$ cat src/rtl/fetch_sequencer.sv
// Fetch/issue sequencer between the ProgramCounter and instruction memory.
// Holds the fetched word until retire, then selects the next PC; otherwise freezes the PC.
module fetch_sequencer #(
  parameter int unsigned TIMEOUT = 16,  // valid range 2..255
  parameter int unsigned CNT_W   = 32
) (
  input  logic             clk,
  input  logic             reset,
  input  logic [31:0]      currentPC,
  output logic [31:0]      nextPC,
  output logic             imem_req,
  output logic [31:0]      imem_addr,
  input  logic             imem_ready,
  input  logic [31:0]      imem_rdata,
  output logic [31:0]      instr,
  output logic             instr_valid,
  input  logic             instr_ack,
  input  logic             branch_taken,
  input  logic [31:0]      branch_offset,
  input  logic             jump,
  input  logic [25:0]      jump_target,
  input  logic             jr,
  input  logic [31:0]      jr_target,
  output logic             fetch_error,
  output logic             misalign_error,
  output logic [CNT_W-1:0] instr_count
);

  typedef enum logic [1:0] {StIdle, StFetch, StIssue, StError} state_e;

  localparam logic [7:0]       WaitLast = 8'(TIMEOUT - 1);
  localparam logic [7:0]       WaitOne  = 8'd1;
  localparam logic [CNT_W-1:0] CntOne   = CNT_W'(1);

  state_e            state_q, state_d;
  logic [7:0]        wait_q, wait_d;
  logic [31:0]       instr_q, instr_d;
  logic              ferr_q, ferr_d;
  logic              merr_q, merr_d;
  logic [CNT_W-1:0]  count_q, count_d;

  logic [31:0]       pc4;
  logic [31:0]       target;

  // Target priority: jr > jump > branch > sequential.
  always_comb begin
    pc4 = currentPC + 32'd4;
    if (jr) begin
      target = jr_target;
    end else if (jump) begin
      target = {pc4[31:28], jump_target, 2'b00};
    end else if (branch_taken) begin
      target = pc4 + (branch_offset << 2);
    end else begin
      target = pc4;
    end
  end

  always_comb begin
    state_d     = state_q;
    wait_d      = wait_q;
    instr_d     = instr_q;
    ferr_d      = ferr_q;
    merr_d      = merr_q;
    count_d     = count_q;
    nextPC      = currentPC;
    imem_req    = 1'b0;
    instr_valid = 1'b0;

    unique case (state_q)
      StIdle: begin
        state_d = StFetch;
      end
      StFetch: begin
        imem_req = 1'b1;
        if (imem_ready) begin
          instr_d = imem_rdata;
          wait_d  = 8'd0;
          state_d = StIssue;
        end else begin
          wait_d = wait_q + WaitOne;
          if (wait_q == WaitLast) begin
            ferr_d  = 1'b1;
            state_d = StError;
          end
        end
      end
      StIssue: begin
        instr_valid = 1'b1;
        if (instr_ack) begin
          // A misaligned target never reaches the PC.
          if (target[1:0] != 2'b00) begin
            merr_d  = 1'b1;
            state_d = StError;
          end else begin
            nextPC  = target;
            count_d = count_q + CntOne;
            state_d = StFetch;
          end
        end
      end
      StError: begin
      end
    endcase
  end

  always_ff @(posedge clk or negedge reset) begin
    if (!reset) begin
      state_q <= StIdle;
      wait_q  <= 8'd0;
      instr_q <= 32'd0;
      ferr_q  <= 1'b0;
      merr_q  <= 1'b0;
      count_q <= '0;
    end else begin
      state_q <= state_d;
      wait_q  <= wait_d;
      instr_q <= instr_d;
      ferr_q  <= ferr_d;
      merr_q  <= merr_d;
      count_q <= count_d;
    end
  end

  assign imem_addr      = currentPC;
  assign instr          = instr_q;
  assign fetch_error    = ferr_q;
  assign misalign_error = merr_q;
  assign instr_count    = count_q;

endmodule

$ cat config.mk
export PLATFORM = sky130hd
export DESIGN_NAME = fetch_sequencer
export DESIGN_NICKNAME = d
export VERILOG_FILES = /design/src/rtl/fetch_sequencer.sv
export SDC_FILE = /design/constraint.sdc
export NUM_CORES = 1
export LEC_CHECK = 0
export BUFFER_PORTS_ARGS = -buffer_cell sky130_fd_sc_hd__buf_2
export CORE_ASPECT_RATIO = 0.7
export CORE_MARGIN = 2
export CORE_UTILIZATION = 52
export CTS_BUF_LIST = sky130_fd_sc_hd__clkbuf_8 sky130_fd_sc_hd__clkbuf_16
export DETAILED_ROUTE_END_ITERATION = 6
export MAX_ROUTING_LAYER = met4
export PLACE_DENSITY_LB_ADDON = 0.12
export SETUP_SLACK_MARGIN = 0.02
export SLEW_MARGIN = 10
export SYNTH_ARGS = -nofsm -noshare
export SYNTH_HDL_FRONTEND = slang
export SYNTH_SLANG_ARGS = --single-unit
$ cat constraint.sdc
create_clock -name clk -period 15 [get_ports clk]
set_clock_uncertainty 0.1 [all_clocks]
set_input_delay 3 -clock clk [delete_from_list [all_inputs] [get_ports clk]]
set_output_delay 3 -clock clk [all_outputs]
set_load 0.01 [all_outputs]
# Word level (Yosys, flattened, before mapping)
# Cells that the tools add are included.
word_totals:
  elab_cells: 39
  in_bits: 161
  register_bits: 76
  output_inout_bits: 132
op_classes:
  eq_ne: 5
  reduce_logical: 8
  addsub: 4
  mux: 14
  bitwise: 2
ops:
  columns: ["operator", "count"]
  rows:
  - ["32-bit 2-to-1 mux", 6]
  - ["32-bit by 1-bit adder with 32-bit output, second input constant", 1]
  - ["32-bit by 3-bit adder with 32-bit output, second input constant", 1]
  - ["32-bit adder", 1]
  - ["3-bit AND reduction", 4]
  - ["8-bit by 1-bit adder with 8-bit output, second input constant", 1]
  - ["8-bit by 4-bit equality test with 1-bit output, second input constant", 1]
  - ["2-bit 2-to-1 mux", 4]
  - ["8-bit 2-to-1 mux", 1]
  - ["2-bit case mux with 3 select lines", 1]
  - ["3-bit inequality test, second input constant", 1]
  - ["3-bit nonzero test", 1]
  - ["2-bit by 1-bit equality test with 1-bit output, second input constant", 1]
  - ["2-bit equality test, second input constant", 1]
  - ["2-bit logical NOT", 1]
  - ["1-bit 2-to-1 mux", 2]
  - ["2-bit inequality test, second input constant", 1]
  - ["1-bit inverter", 2]
  - ["2-bit AND reduction", 1]
  - ["2-bit nonzero test", 1]

# Depth between registers and ports, before layout
# Gate-level depths: netlist of run 1.
logic_depth:
  ltp_word: 9
  depth_mapped: 19
  mapped_depth_nobuf: 19

# Worst setup path before layout of run 1
# OpenSTA, ideal clock, no wires.
synth_path:
  kind: "input -> output"
  from: "input port currentPC[5]"
  to: "output port nextPC[31]"
  t_arrival_ns: 6.199
  stages: 17
  path_slack_ns: 5.701
  cell_sequence: "and3_1 > nand3_1 > or2_2 > inv_1 > nand4_1 > xnor2_1 > ha_1 > nand4_1 > or3_1 > o211ai_1 > o21ai_1 > a21boi_1 > a211o_1 > o211ai_1 > xor2_1 > or4_1 > nand3_1"
synth_via:
  elab_chain_len: 8
synth_rtl:
  columns: ["element", "line", "text"]
  rows:
  - ["from (decl)", "9", "input logic [31:0] currentPC,"]
  - ["32-bit by 3-bit adder with 32-bit output *", "47", "pc4 = currentPC + 32'd4;"]
  - ["32-bit adder", "53", "target = pc4 + (branch_offset << 2);"]
  - ["32-bit 2-to-1 mux", "52", "end else if (branch_taken) begin"]
  - ["32-bit 2-to-1 mux *", "50", "end else if (jump) begin"]
  - ["32-bit 2-to-1 mux *", "48", "if (jr) begin"]
  - ["32-bit 2-to-1 mux *", "92", "if (target[1:0] != 2'b00) begin"]
  - ["32-bit 2-to-1 mux *", "90", "if (instr_ack) begin"]
  - ["32-bit 2-to-1 mux *", "70", "unique case (state_q)"]
  - ["to (decl)", "10", "output logic [31:0] nextPC,"]
# Every way passes the cells marked *; elsewhere a longest branch is shown, timed or not.

# Final worst setup path of run 1
layout_path:
  from: "input port currentPC[7]"
  to: "output port nextPC[31]"
# Same word-level chain as after synthesis.

==> results by group, run 1 <==
Clock tree
  – CTS tree: built
  – Clock root cell: clkbuf_16
  – # hold bufs at CTS: 0
  – Post-CTS resize count: 0
  – Num CTS Buffers: 9
  – Post-CTS Setup Bufs: 0
  – Worst-skew pair later-pin latency: about 0.33 ns
  – Clk sinks: between 70 and 80
  – Clock tree buffer depth: 2
  – Reg clk slew, reported paths: 0.06 ns
  – H-tree depth: 3

Placement
  – Final HPWL DP: 14970 microns
  – Placed standard-cell area: ~8000 sq um
  – Cells after DPL: between 1000 and 1500
  – # port buffers: 290
  – RePlAce Congestion: slightly above 0.9

Synth
  – Post-Syn Instances: 778
  – Distinct cells, synth: 60
  – EDFF count, synth: 0
  – Syn Std Cell Area: 6541 sq um
  – Syn avg cell area: 8.408 sq um
  – Seq/Total Area, Yosys: 0.2907
  – Yosys top cell area share: 0.2907
  – Ranking of synthesized cells by area: dfrtp_1 29%, ha_1 8.0%, xnor2_1 7.0%, mux2_2 5.9%, a21oi_1 4.4%
  – Most common cell in the netlist: dfrtp_1
  – Post-synthesis async set-or-reset flop share: 1.000
  – Synthesis warning total: 0
  – Post-synth top area cell: dfrtp_1
  – Most instantiated cells after synthesis: 76 x dfrtp_1, 73 x nand2_1, 71 x nor2_1
  – Yosys reg bits: 76
  – Syn Nets: 982
  – Primary FF master, synth: dfrtp_1

GRT
  – Largest net degree at the start of global routing: 77
  – Total gr overflow: 0
  – Vias in the first global route: a little over 6000
  – Initial antenna violation count: 1
  – First-pass GRT wire length: between 30000 and 40000 microns
  – Total GRT Usage: 0.2919

Run status
  – Outcome: finished, final reports clean

Critical path
  – Kind of critical path: in -> out
  – CP max FO: 7
  – R2r setup slk: 11.65 ns
  – Worst Path Arrival: 7.14 ns
  – Setup crit end kind: primary output
  – CP required: 11.90 ns
  – Startpoint Class: primary input

Floorplan
  – Die Height: 97.84 microns
  – Ports: 293
  – # rows: 34
  – Die width: 138.1 microns
  – Starting Density: 0.5302
  – Die area: 13510 sq um
  – Core area: 12340 sq um

Timing
  – Final setup viols: 0
  – Unrepaired setup endpoints after global routing: false
  – Final Cycle Share: 0.6828
  – Relative slew margins: 0.3694
  – F_max: between 90 and 100 MHz
  – Final hold slack: approximately 0.38 ns
  – Setup TNS: 0 ns
  – Worst-Margin Slew: ~0.95 ns
  – Final Hold Viols: 0
  – Min Tclk post-route: around 10 ns
  – Max-slew violations: 0

Route
  – Antenna-violating nets left: 0
  – Average wire per standard cell: 16.55 microns
  – First-pass iteration count of the detailed router: 5
  – Initial DRC count: 457
  – Vias after detailed routing: 6603
  – Vias per cell: around 5.5
  – DRT Wirelength: 19710 microns
  – # DRC: 0

Min path
  – HP Class: reg -> reg

Power
  – Combinational power share: 0.399
  – P_leak: 0.004186 uW
  – Pwr dens: 110.7 nW/um^2
  – Sw Pwr: 310.2 uW
  – Peak VDD IR: 0.09243 mV
  – Clock share of power: 0.275
  – Flop pwr share: 0.326
  – Int Power: about 600 uW
  – Net Sw Frac: 0.3403

Flow run
  – Max Cap Viol: 0

Final layout
  – Fillers: 1119
  – Area grow syn2layout: 25.90%
  – Final net count: 1227
  – Layout cells sized above 1: 0.3453
  – Post-route insts no fill: roughly 1200
  – Final instance area: around 8200 sq um
-- logic make-up (layout without fill, tap and decap cells) --
logic type,Yosys count,in the layout,synth area share
AND/OR/NAND/NOR,248,248,0.1773
other,0,1,0
AO/OA/AOI/OAI,205,205,0.2047
XOR/XNOR,83,83,0.1111
buffers and inverters,84,334,0.06656
adder cells (fa/ha/maj),43,43,0.08340
multiplexers,39,39,0.06618
flip-flops,76,76,0.2907
-- cells in the final DEF (no fill, tap or decap), types with 3 or more instances in the layout --
cell type	count
o31ai_1	4
mux2_2	34
inv_1	23
and3_1	16
bufinv_16	3
o21bai_1	6
nor3_1	11
and2_1	6
xnor2_1	52
a211oi_1	12
or2_2	4
o21a_1	8
nand2b_1	5
o211ai_1	10
mux2i_1	5
clkbuf_16	9
ha_1	42
nand4_1	15
buf_4	4
buf_2	290
and4_1	5
nor2b_1	4
a211o_1	5
a2111oi_0	3
a21o_1	16
dfrtp_1	76
nor2_1	70
nand2_1	73
xor2_1	31
o21ai_0	42
a221oi_1	6
or3_1	4
a21oi_1	57
o22ai_1	7
nand3_1	31
a31oi_1	4
-- power groups by stage --
stage                     combinational, uW  clock, uW  sequential [uW]
final                                   364        251              297
after global routing                    400        264              306
after CTS                               364        254              297
after detailed placement                361          0              300
after global placement                  357          0              296
after floorplan                         207          0              321
-- path summary, 6_finish.rpt --
path / start / to / depth (start not counted)
setup / recovery: currentPC[7] / nextPC[31] / 19
hold / removal: instr_count[31] / instr_count[31] / 1
setup reg to reg: state_q[0] / instr_count[25] / 12
hold reg to reg: instr_count[31] / instr_count[31] / 1
max in group asynchronous: reset / instr_count[8] / 2
min in group asynchronous: reset / instr[24] / 2
-- per-stage QoR --
stage	power [uW]	worst slack (ns)	util
after detailed placement	661.3	4.855	0.6389
after global placement	653.0	4.972	0.6389
after floorplan	527.8	5.701	-
final	911.7	4.758	0.6675
after CTS	915.4	4.839	0.6673
after global routing	969.3	4.482	0.6675
-- critical path: stages --
cell      delay, ns
buf_2          0.16
nand3_1        0.13
nor2_1         0.18
nand3_1        0.20
or2_2          0.36
inv_1          0.10
nand4_1        0.12
xnor2_1        0.18
ha_1           0.37
nand4_1        0.17
nor4_1         0.54
o21ai_1        0.17
a21boi_1       0.34
a211o_1        0.18
o211ai_1       0.10
xor2_1         0.18
or4_1          0.40
nand3_1        0.09
buf_2          0.15
-- final cells by class --
| cell class | instances | area, sq um | share of cell area |
|---|---|---|---|
| timing repair buffer | 294 | 1481 | 0.1799 |
| sequential | 76 | 1902 | 0.2309 |
| antenna | 1 | 2.502 | 0.0003039 |
| tap | 162 | 202.7 | 0.02461 |
| clock buffer | 10 | 239.0 | 0.02902 |
| clock inverter | 6 | 111.4 | 0.01352 |
| inverter | 24 | 90.09 | 0.01094 |
| multi-input combinational | 618 | 4207 | 0.5108 |
-- flip-flops by register name, indices dropped and copies added (netlist names) --
| signal | count |
|---|---|
| wait_q | 8 |
| misalign_error | 1 |
| fetch_error | 1 |
| instr_count | 32 |
| state_q | 2 |
| instr | 32 |
-- layer usage --
layer	vias up	wire, microns	track usage
met5	-	0	-
met4	0	241	0.05416
met3	18	1416	0.04953
met2	261	8900	0.4467
met1	3060	9152	0.4138
li1	3264	-	-
Note: power is estimated with default switching activity, not from simulation.
==> run 2: changes to the inputs <==
--- a/config.mk
+++ b/config.mk
@@ -8,7 +8,7 @@
 export BUFFER_PORTS_ARGS = -buffer_cell sky130_fd_sc_hd__buf_2
 export CORE_ASPECT_RATIO = 0.7
 export CORE_MARGIN = 2
-export CORE_UTILIZATION = 52
+export CORE_UTILIZATION = 49
 export CTS_BUF_LIST = sky130_fd_sc_hd__clkbuf_8 sky130_fd_sc_hd__clkbuf_16
 export DETAILED_ROUTE_END_ITERATION = 6
 export MAX_ROUTING_LAYER = met4
==> constraint.sdc (replaced) <==
create_clock -name clk -period 9.7 [get_ports clk]
set_clock_uncertainty 0.1 [all_clocks]
set_input_delay 1.94 -clock clk [delete_from_list [all_inputs] [get_ports clk]]
set_output_delay 1.94 -clock clk [all_outputs]
set_load 0.01 [all_outputs]
==> results by group, run 2 (synthesis gave the netlist of run 1 again) <==
Placement
  – Placed standard-cell area: 7888 sq um (about the same)
  – Final HPWL DP: 15140 microns (+1.2%)
  – RePlAce Congestion: 0.9367 (+2.8%)
  – # port buffers: 290 (unchanged)
  – Setup WS pre-CTS: 1.642 ns (-3.213 ns)

Clock tree
  – Post-CTS Setup Bufs: 0 (unchanged)
  – Post-CTS resize count: 0 (unchanged)
  – H-tree depth: 3 (unchanged)
  – # hold bufs at CTS: 0 (unchanged)
  – Worst-skew pair later-pin latency: 0.33 ns (about the same)
  – Num CTS Buffers: 9 (unchanged)
  – Clk sinks: 76 (unchanged)
  – Clock root cell: clkbuf_16
  – CTS tree: built
  – Reg clk slew, reported paths: 0.06 ns (about the same)
  – Clock tree buffer depth: 2 (unchanged)

Min path
  – HP Class: reg -> reg

Final layout
  – Most frequent cells in the layout: 290 x buf_2, 76 x dfrtp_1, 73 x nand2_1
  – Final net count: 1227 (unchanged)
  – FF+latch area: 1902 sq um (unchanged)
  – Final Util: 0.6238 (-0.04375)
  – Area grow syn2layout: 24.87%
  – Number of diodes: 0 (-1)
  – Commonest non-fill, non-tap cell in the layout: buf_2
  – Area occupied by multi-input gates: 4207 sq um (unchanged)
  – Final instance area: 8168 sq um (-0.82%)
  – Fillers: 1228 (+9.7%)
  – Layout cells sized above 1: 0.3453 (unchanged)

Power
  – Total Power: 1326 uW (+45%)
  – P_leak: 0.004158 uW (-0.67%)
  – Pwr dens: 162.4 nW/um^2 (+47%)
  – Peak VDD IR: 0.1307 mV (+41%)

Route
  – Antenna-violating nets left: 0 (unchanged)
  – Vias per cell: 5.556 (+0.22%)
  – DRT Wirelength: 19640 microns (-0.38%)
  – Initial DRC count: 418 (-8.5%)
  – Vias after detailed routing: 6634 (+0.47%)
  – # DRC: 0 (unchanged)
  – First-pass iteration count of the detailed router: 4 (-1)
  – Average wire per standard cell: 16.45 microns (-0.63%)

Floorplan
  – # rows: 35 (+2.9%)
  – Die Height: 100.7 microns (+2.9%)
  – Die width: 142.1 microns (+2.9%)
  – Starting Density: 0.4996 (-0.03065)
  – Die area: 14300 sq um (+5.9%)
  – Core area: 13090 sq um (+6.1%)
  – Ports: 293 (unchanged)

GRT
  – First-pass GRT wire length: 30270 microns (-3.3%)
  – Initial antenna violation count: 0 (-1)
  – Vias in the first global route: 5840 (-3.7%)
  – Total gr overflow: 0 (unchanged)
  – Total GRT Usage: 0.2774 (-0.01451)
  – Largest net degree at the start of global routing: 77 (unchanged)

Timing
  – Relative slew margins: 0.3713 (+0.001960)
  – Slack of the critical path: 1.498 ns (-3.260 ns)
  – Final setup viols: 0 (unchanged)
  – F_max: ~120 MHz
  – Unrepaired setup endpoints after global routing: false
  – Max-slew violations: 0 (unchanged)
  – Min Tclk post-route: 8.202 ns
  – Final Cycle Share: 0.8456
  – Setup TNS: 0 ns (unchanged)
  – Worst-Margin Slew: 0.9430 ns (-0.002941 ns)
  – Final Hold Viols: 0 (unchanged)

Critical path
  – CP max FO: 6 (-1)
  – CP delay by family, top: simple AND/OR/NAND/NOR gates
  – Setup crit end kind: primary output
  – CP peak stage delay: 0.54 ns (about the same)
  – CP required: 7.66 ns (-4.24 ns)
  – Worst Path Arrival: 6.16 ns (-0.98 ns)
  – Worst path slowest cell: nor4_1
  – CP cell instances: buf_2, and3_1, nand3_1, or2_2, inv_1, nand4_1, xnor2_1, ha_1, nand4_1, nor4_1, o21ai_1, a21boi_1, a211o_1, o211ai_1, xor2_1, or4_1, nand3_1, buf_2
  – Worst path bufs/invs: 3 (unchanged)
  – Startpoint Class: primary input
  – Kind of critical path: in -> out

Flow run
  – Max Cap Viol: 0 (unchanged)

Run status
  – Outcome: finished, final reports clean
## run 2: cell count changes in the layout (fill, tap and decap cells not counted)
cell,previous run,this run
bufinv_16,3,0
diode_2,1,0
clkbuf_8,1,2
inv_6,1,0
clkinv_2,0,3
## run 2: routing by layer
metal / GRT usage / vias up / share of wire
met1: 0.4018 / 3094 / 0.48
met2: 0.3987 / 262 / 0.43
met5: - / - / 0
li1: - / 3253 / -
met3: 0.05748 / 25 / 0.076
met4: 0.06385 / 0 / 0.013
## run 2: worst reg2reg max path, delay by kind of cell (launching register included)
family / cells / cell delay, ns
simple gates: 8 / 1.87
flops: 1 / 0.40
buf+inv: 2 / 0.41
xor+xnor: 1 / 0.16
fa+ha+maj: 1 / 0.25
## run 2: per-stage QoR
step           cells  hold WS (ns)
6_report        1194        0.3660
3_5_place_dp    1178        0.3574
3_3_place_gp    1178        0.3506
2_1_floorplan    778        0.3781
4_1_cts         1194        0.3702
5_1_grt         1194        0.3839
## run 2: layout make-up
type,count,area share
inverters,24,0.01103
clock inverters,5,0.003370
well taps,166,0.02543
clock buffers,11,0.03094
multi-input cells,618,0.5150
repair buffers,294,0.1814
flip-flops and latches,76,0.2328
## run 2: final timing paths
check / start / endpoint / slack, ns / depth (start not counted)
max: currentPC[4] / nextPC[31] / 1.50 / 18
min: misalign_error / misalign_error / 0.37 / 1
max reg2reg: state_q[0] / instr_count[25] / 6.44 / 12
min reg2reg: misalign_error / misalign_error / 0.37 / 1
max in group asynchronous: reset / instr_count[13] / 7.15 / 2
min in group asynchronous: reset / instr[23] / 1.72 / 2
## run 2: where the power goes
| part | internal [uW] | leakage [uW] | switching, uW |
|---|---|---|---|
| clock network | 185 | 0.000146 | 122 |
| registers | 406 | 0.000971 | 50.5 |
| logic | 265 | 0.00304 | 297 |
| total | 856 | 0.00416 | 470 |
==> run 3: changes to the inputs <==
--- a/config.mk
+++ b/config.mk
@@ -5,10 +5,11 @@
 export SDC_FILE = /design/constraint.sdc
 export NUM_CORES = 1
 export LEC_CHECK = 0
+export ABC_AREA = 1
 export BUFFER_PORTS_ARGS = -buffer_cell sky130_fd_sc_hd__buf_2
 export CORE_ASPECT_RATIO = 0.7
 export CORE_MARGIN = 2
-export CORE_UTILIZATION = 49
+export CORE_UTILIZATION = 51
 export CTS_BUF_LIST = sky130_fd_sc_hd__clkbuf_8 sky130_fd_sc_hd__clkbuf_16
 export DETAILED_ROUTE_END_ITERATION = 6
 export MAX_ROUTING_LAYER = met4
==> constraint.sdc (replaced) <==
create_clock -name clk -period 7.7 [get_ports clk]
set_clock_uncertainty 0.1 [all_clocks]
set_input_delay 1.54 -clock clk [delete_from_list [all_inputs] [get_ports clk]]
set_output_delay 1.54 -clock clk [all_outputs]
set_load 0.01 [all_outputs]
==> results by group, run 3 <==
Synth
  – Post-synthesis async set-or-reset flop share: 1.000 (unchanged)
  – Syn Std Cell Area: 8018 sq um (+23%)
  – Distinct cells, synth: 55 (-8.3%)
  – EDFF count, synth: 0 (unchanged)
  – Post-synth top area cell: dfrtp_1
  – Syn avg cell area: 6.158 sq um (-27%)
  – Seq/Total Area, Yosys: 0.2372 (-0.05354)
  – Most common cell in the netlist: nand2_1
  – Post-Syn Instances: 1302 (+67%)
  – Ranking of synthesized cells by area: dfrtp_1 24%, nand2_1 22%, inv_1 7.4%, ha_1 6.6%, nor2_1 6.5%
  – Most instantiated cells after synthesis: 463 x nand2_1, 158 x inv_1, 139 x nor2_1
  – Yosys reg bits: 76 (unchanged)
  – Primary FF master, synth: dfrtp_1
  – Syn Nets: 1506 (+53%)
  – Synthesis warning total: 0 (unchanged)
  – Yosys top cell area share: 0.2372 (-0.05354)

Placement
  – RePlAce Congestion: 1.035 (+11%)
  – # port buffers: 290 (unchanged)
  – Final HPWL DP: 23580 microns (+56%)
  – Setup WS pre-CTS: 1.411 ns (-0.2313 ns)

Route
  – # DRC: 0 (unchanged)
  – Vias per cell: 5.284 (-4.9%)
  – First-pass iteration count of the detailed router: 6 (+2)
  – DRT Wirelength: 28900 microns (+47%)
  – Average wire per standard cell: 16.49 microns (+0.26%)
  – Initial DRC count: 939 (+120%)
  – Antenna-violating nets left: 0 (unchanged)
  – Vias after detailed routing: 9262 (+40%)

GRT
  – First-pass GRT wire length: 43850 microns (+45%)
  – Total gr overflow: 0 (unchanged)
  – Largest net degree at the start of global routing: 77 (unchanged)
  – Initial antenna violation count: 0 (unchanged)
  – Total GRT Usage: 0.3495 (+0.07207)
  – Vias in the first global route: 8336 (+43%)

Power
  – Pwr dens: 180.3 nW/um^2 (+11%)
  – P_leak: 0.005728 uW (+38%)
  – Peak VDD IR: 0.1856 mV (+42%)

Timing
  – Final Hold Viols: 0 (unchanged)
  – Relative slew margins: 0.3622 (-0.009150)
  – Final Cycle Share: 0.8403
  – Min Tclk post-route: 6.470 ns
  – Unrepaired setup endpoints after global routing: false
  – Slack of the critical path: 1.230 ns (-0.2684 ns)
  – Setup TNS: 0 ns (unchanged)
  – Max-slew violations: 0 (unchanged)
  – Worst-Margin Slew: 0.9568 ns (+0.01373 ns)
  – F_max: 154.5 MHz
  – Final setup viols: 0 (unchanged)

Critical path
  – CP cell instances: buf_2, ha_1, nand2_1, inv_2, nand2_2, nor2_4, nand2_2, nor2_2, xor2_1, inv_1, ha_1, nand2_1, nor2_1, nand2_1, nor3_1, nand2_1, nand2_1, nand2_1, nand3_1, nand2_1, nand2_1, nand2_1, buf_2
  – CP required: 6.06 ns (-1.60 ns)
  – Kind of critical path: in -> out
  – Most common cell on crit path: nand2_1
  – Startpoint Class: primary input
  – CP max FO: 5 (-1)
  – CP peak stage delay: 0.43 ns (-0.11 ns)
  – Setup crit end kind: primary output
  – Worst Path Arrival: 4.83 ns (-1.33 ns)
  – Worst path slowest cell: ha_1

Clock tree
  – H-tree depth: 3 (unchanged)
  – Post-CTS resize count: 0 (unchanged)
  – Worst-skew pair later-pin latency: 0.34 ns (about the same)
  – Reg clk slew, reported paths: 0.06 ns (about the same)
  – Post-CTS Setup Bufs: 0 (unchanged)
  – # hold bufs at CTS: 0 (unchanged)
  – Clock root cell: clkbuf_16
  – Clock tree buffer depth: 2 (unchanged)
  – CTS tree: built
  – Clk sinks: 76 (unchanged)
  – Num CTS Buffers: 9 (unchanged)

Floorplan
  – # rows: 38 (+8.6%)
  – Starting Density: 0.5189 (+0.01930)
  – Die width: 153.9 microns (+8.3%)
  – Ports: 293 (unchanged)
  – Die Height: 108.9 microns (+8.2%)
  – Core area: 15450 sq um (+18%)
  – Die area: 16760 sq um (+17%)

Final layout
  – Most frequent cells in the layout: 463 x nand2_1, 289 x buf_2, 158 x inv_1
  – Area grow syn2layout: 20.44%
  – Commonest non-fill, non-tap cell in the layout: nand2_1
  – Fillers: 1584 (+29%)
  – Layout cells sized above 1: 0.2247 (-0.1206)
  – Final net count: 1752 (+43%)
  – Number of diodes: 0 (unchanged)

Min path
  – HP Class: reg -> reg

Run status
  – Outcome: finished, final reports clean

Flow run
  – Max Cap Viol: 0 (unchanged)
-- run 3: final timing paths --
| kind | start | cells past startpoint | slack, ns | endpoint |
|---|---|---|---|---|
| max | currentPC[3] | 23 | 1.23 | nextPC[29] |
| min | fetch_error | 1 | 0.36 | fetch_error |
| max reg2reg | state_q[0] | 11 | 4.37 | instr_count[19] |
| min reg2reg | fetch_error | 1 | 0.36 | fetch_error |
| max in group asynchronous | reset | 1 | 5.63 | wait_q[6] |
| min in group asynchronous | reset | 1 | 1.22 | instr_count[14] |
-- run 3: metrics by stage --
stage / total power (uW) / std cells / hold slack (ns) / utilization / cell area [sq um]
after floorplan: 1018 / 1302 / 0.3557 / - / 8018
after global placement: 1290 / 1737 / 0.3460 / 0.6049 / 9346
after detailed placement: 1303 / 1737 / 0.3435 / 0.6049 / 9346
after CTS: 1740 / 1753 / 0.3622 / 0.6249 / 9657
after global routing: 1859 / 1753 / 0.3788 / 0.6249 / 9657
final: 1741 / 1753 / 0.3617 / 0.6249 / 9657
-- run 3: cell type report --
class / count / area (sq um) / area share
multi-input combinational: 1004 / 5095 / 0.5276
clock inverter: 6 / 71.32 / 0.007385
clock buffer: 10 / 239.0 / 0.02475
sequential: 76 / 1902 / 0.1969
timing repair buffer: 295 / 1491 / 0.1544
tap: 200 / 250.2 / 0.02591
inverter: 162 / 608.1 / 0.06297
-- run 3: where the power goes --
| group | switching (uW) | leakage, uW | internal, uW |
|---|---|---|---|
| sequential | 59.7 | 0.000977 | 502 |
| combinational | 468 | 0.00461 | 276 |
| clock | 174 | 0.000146 | 262 |
| total | 702 | 0.00573 | 1040 |
-- run 3: per-layer routing --
layer,GRT usage,vias to the layer above,share of wire
met3,0.06280,47,0.094
met4,0.07744,0,0.019
li1,-,4605,-
met1,0.4884,4154,0.45
met2,0.5322,456,0.43
met5,-,-,0
-- run 3: critical path, delay by kind of cell --
| kind | cells | cell delay, ns |
|---|---|---|
| xor+xnor | 1 | 0.22 |
| fa+ha+maj | 2 | 0.63 |
| buf+inv | 4 | 0.43 |
| simple gates | 16 | 1.99 |
-- run 3: logic make-up (layout without fill, tap and decap cells) --
family / Yosys count / after routing / share of synthesized area
compound gates: 145 / 145 / 0.1041
xor+xnor: 50 / 50 / 0.05743
fa+ha+maj: 43 / 43 / 0.06804
buf+inv: 222 / 473 / 0.1273
flops: 76 / 76 / 0.2372
mux: 1 / 1 / 0.001248
simple gates: 765 / 765 / 0.4047
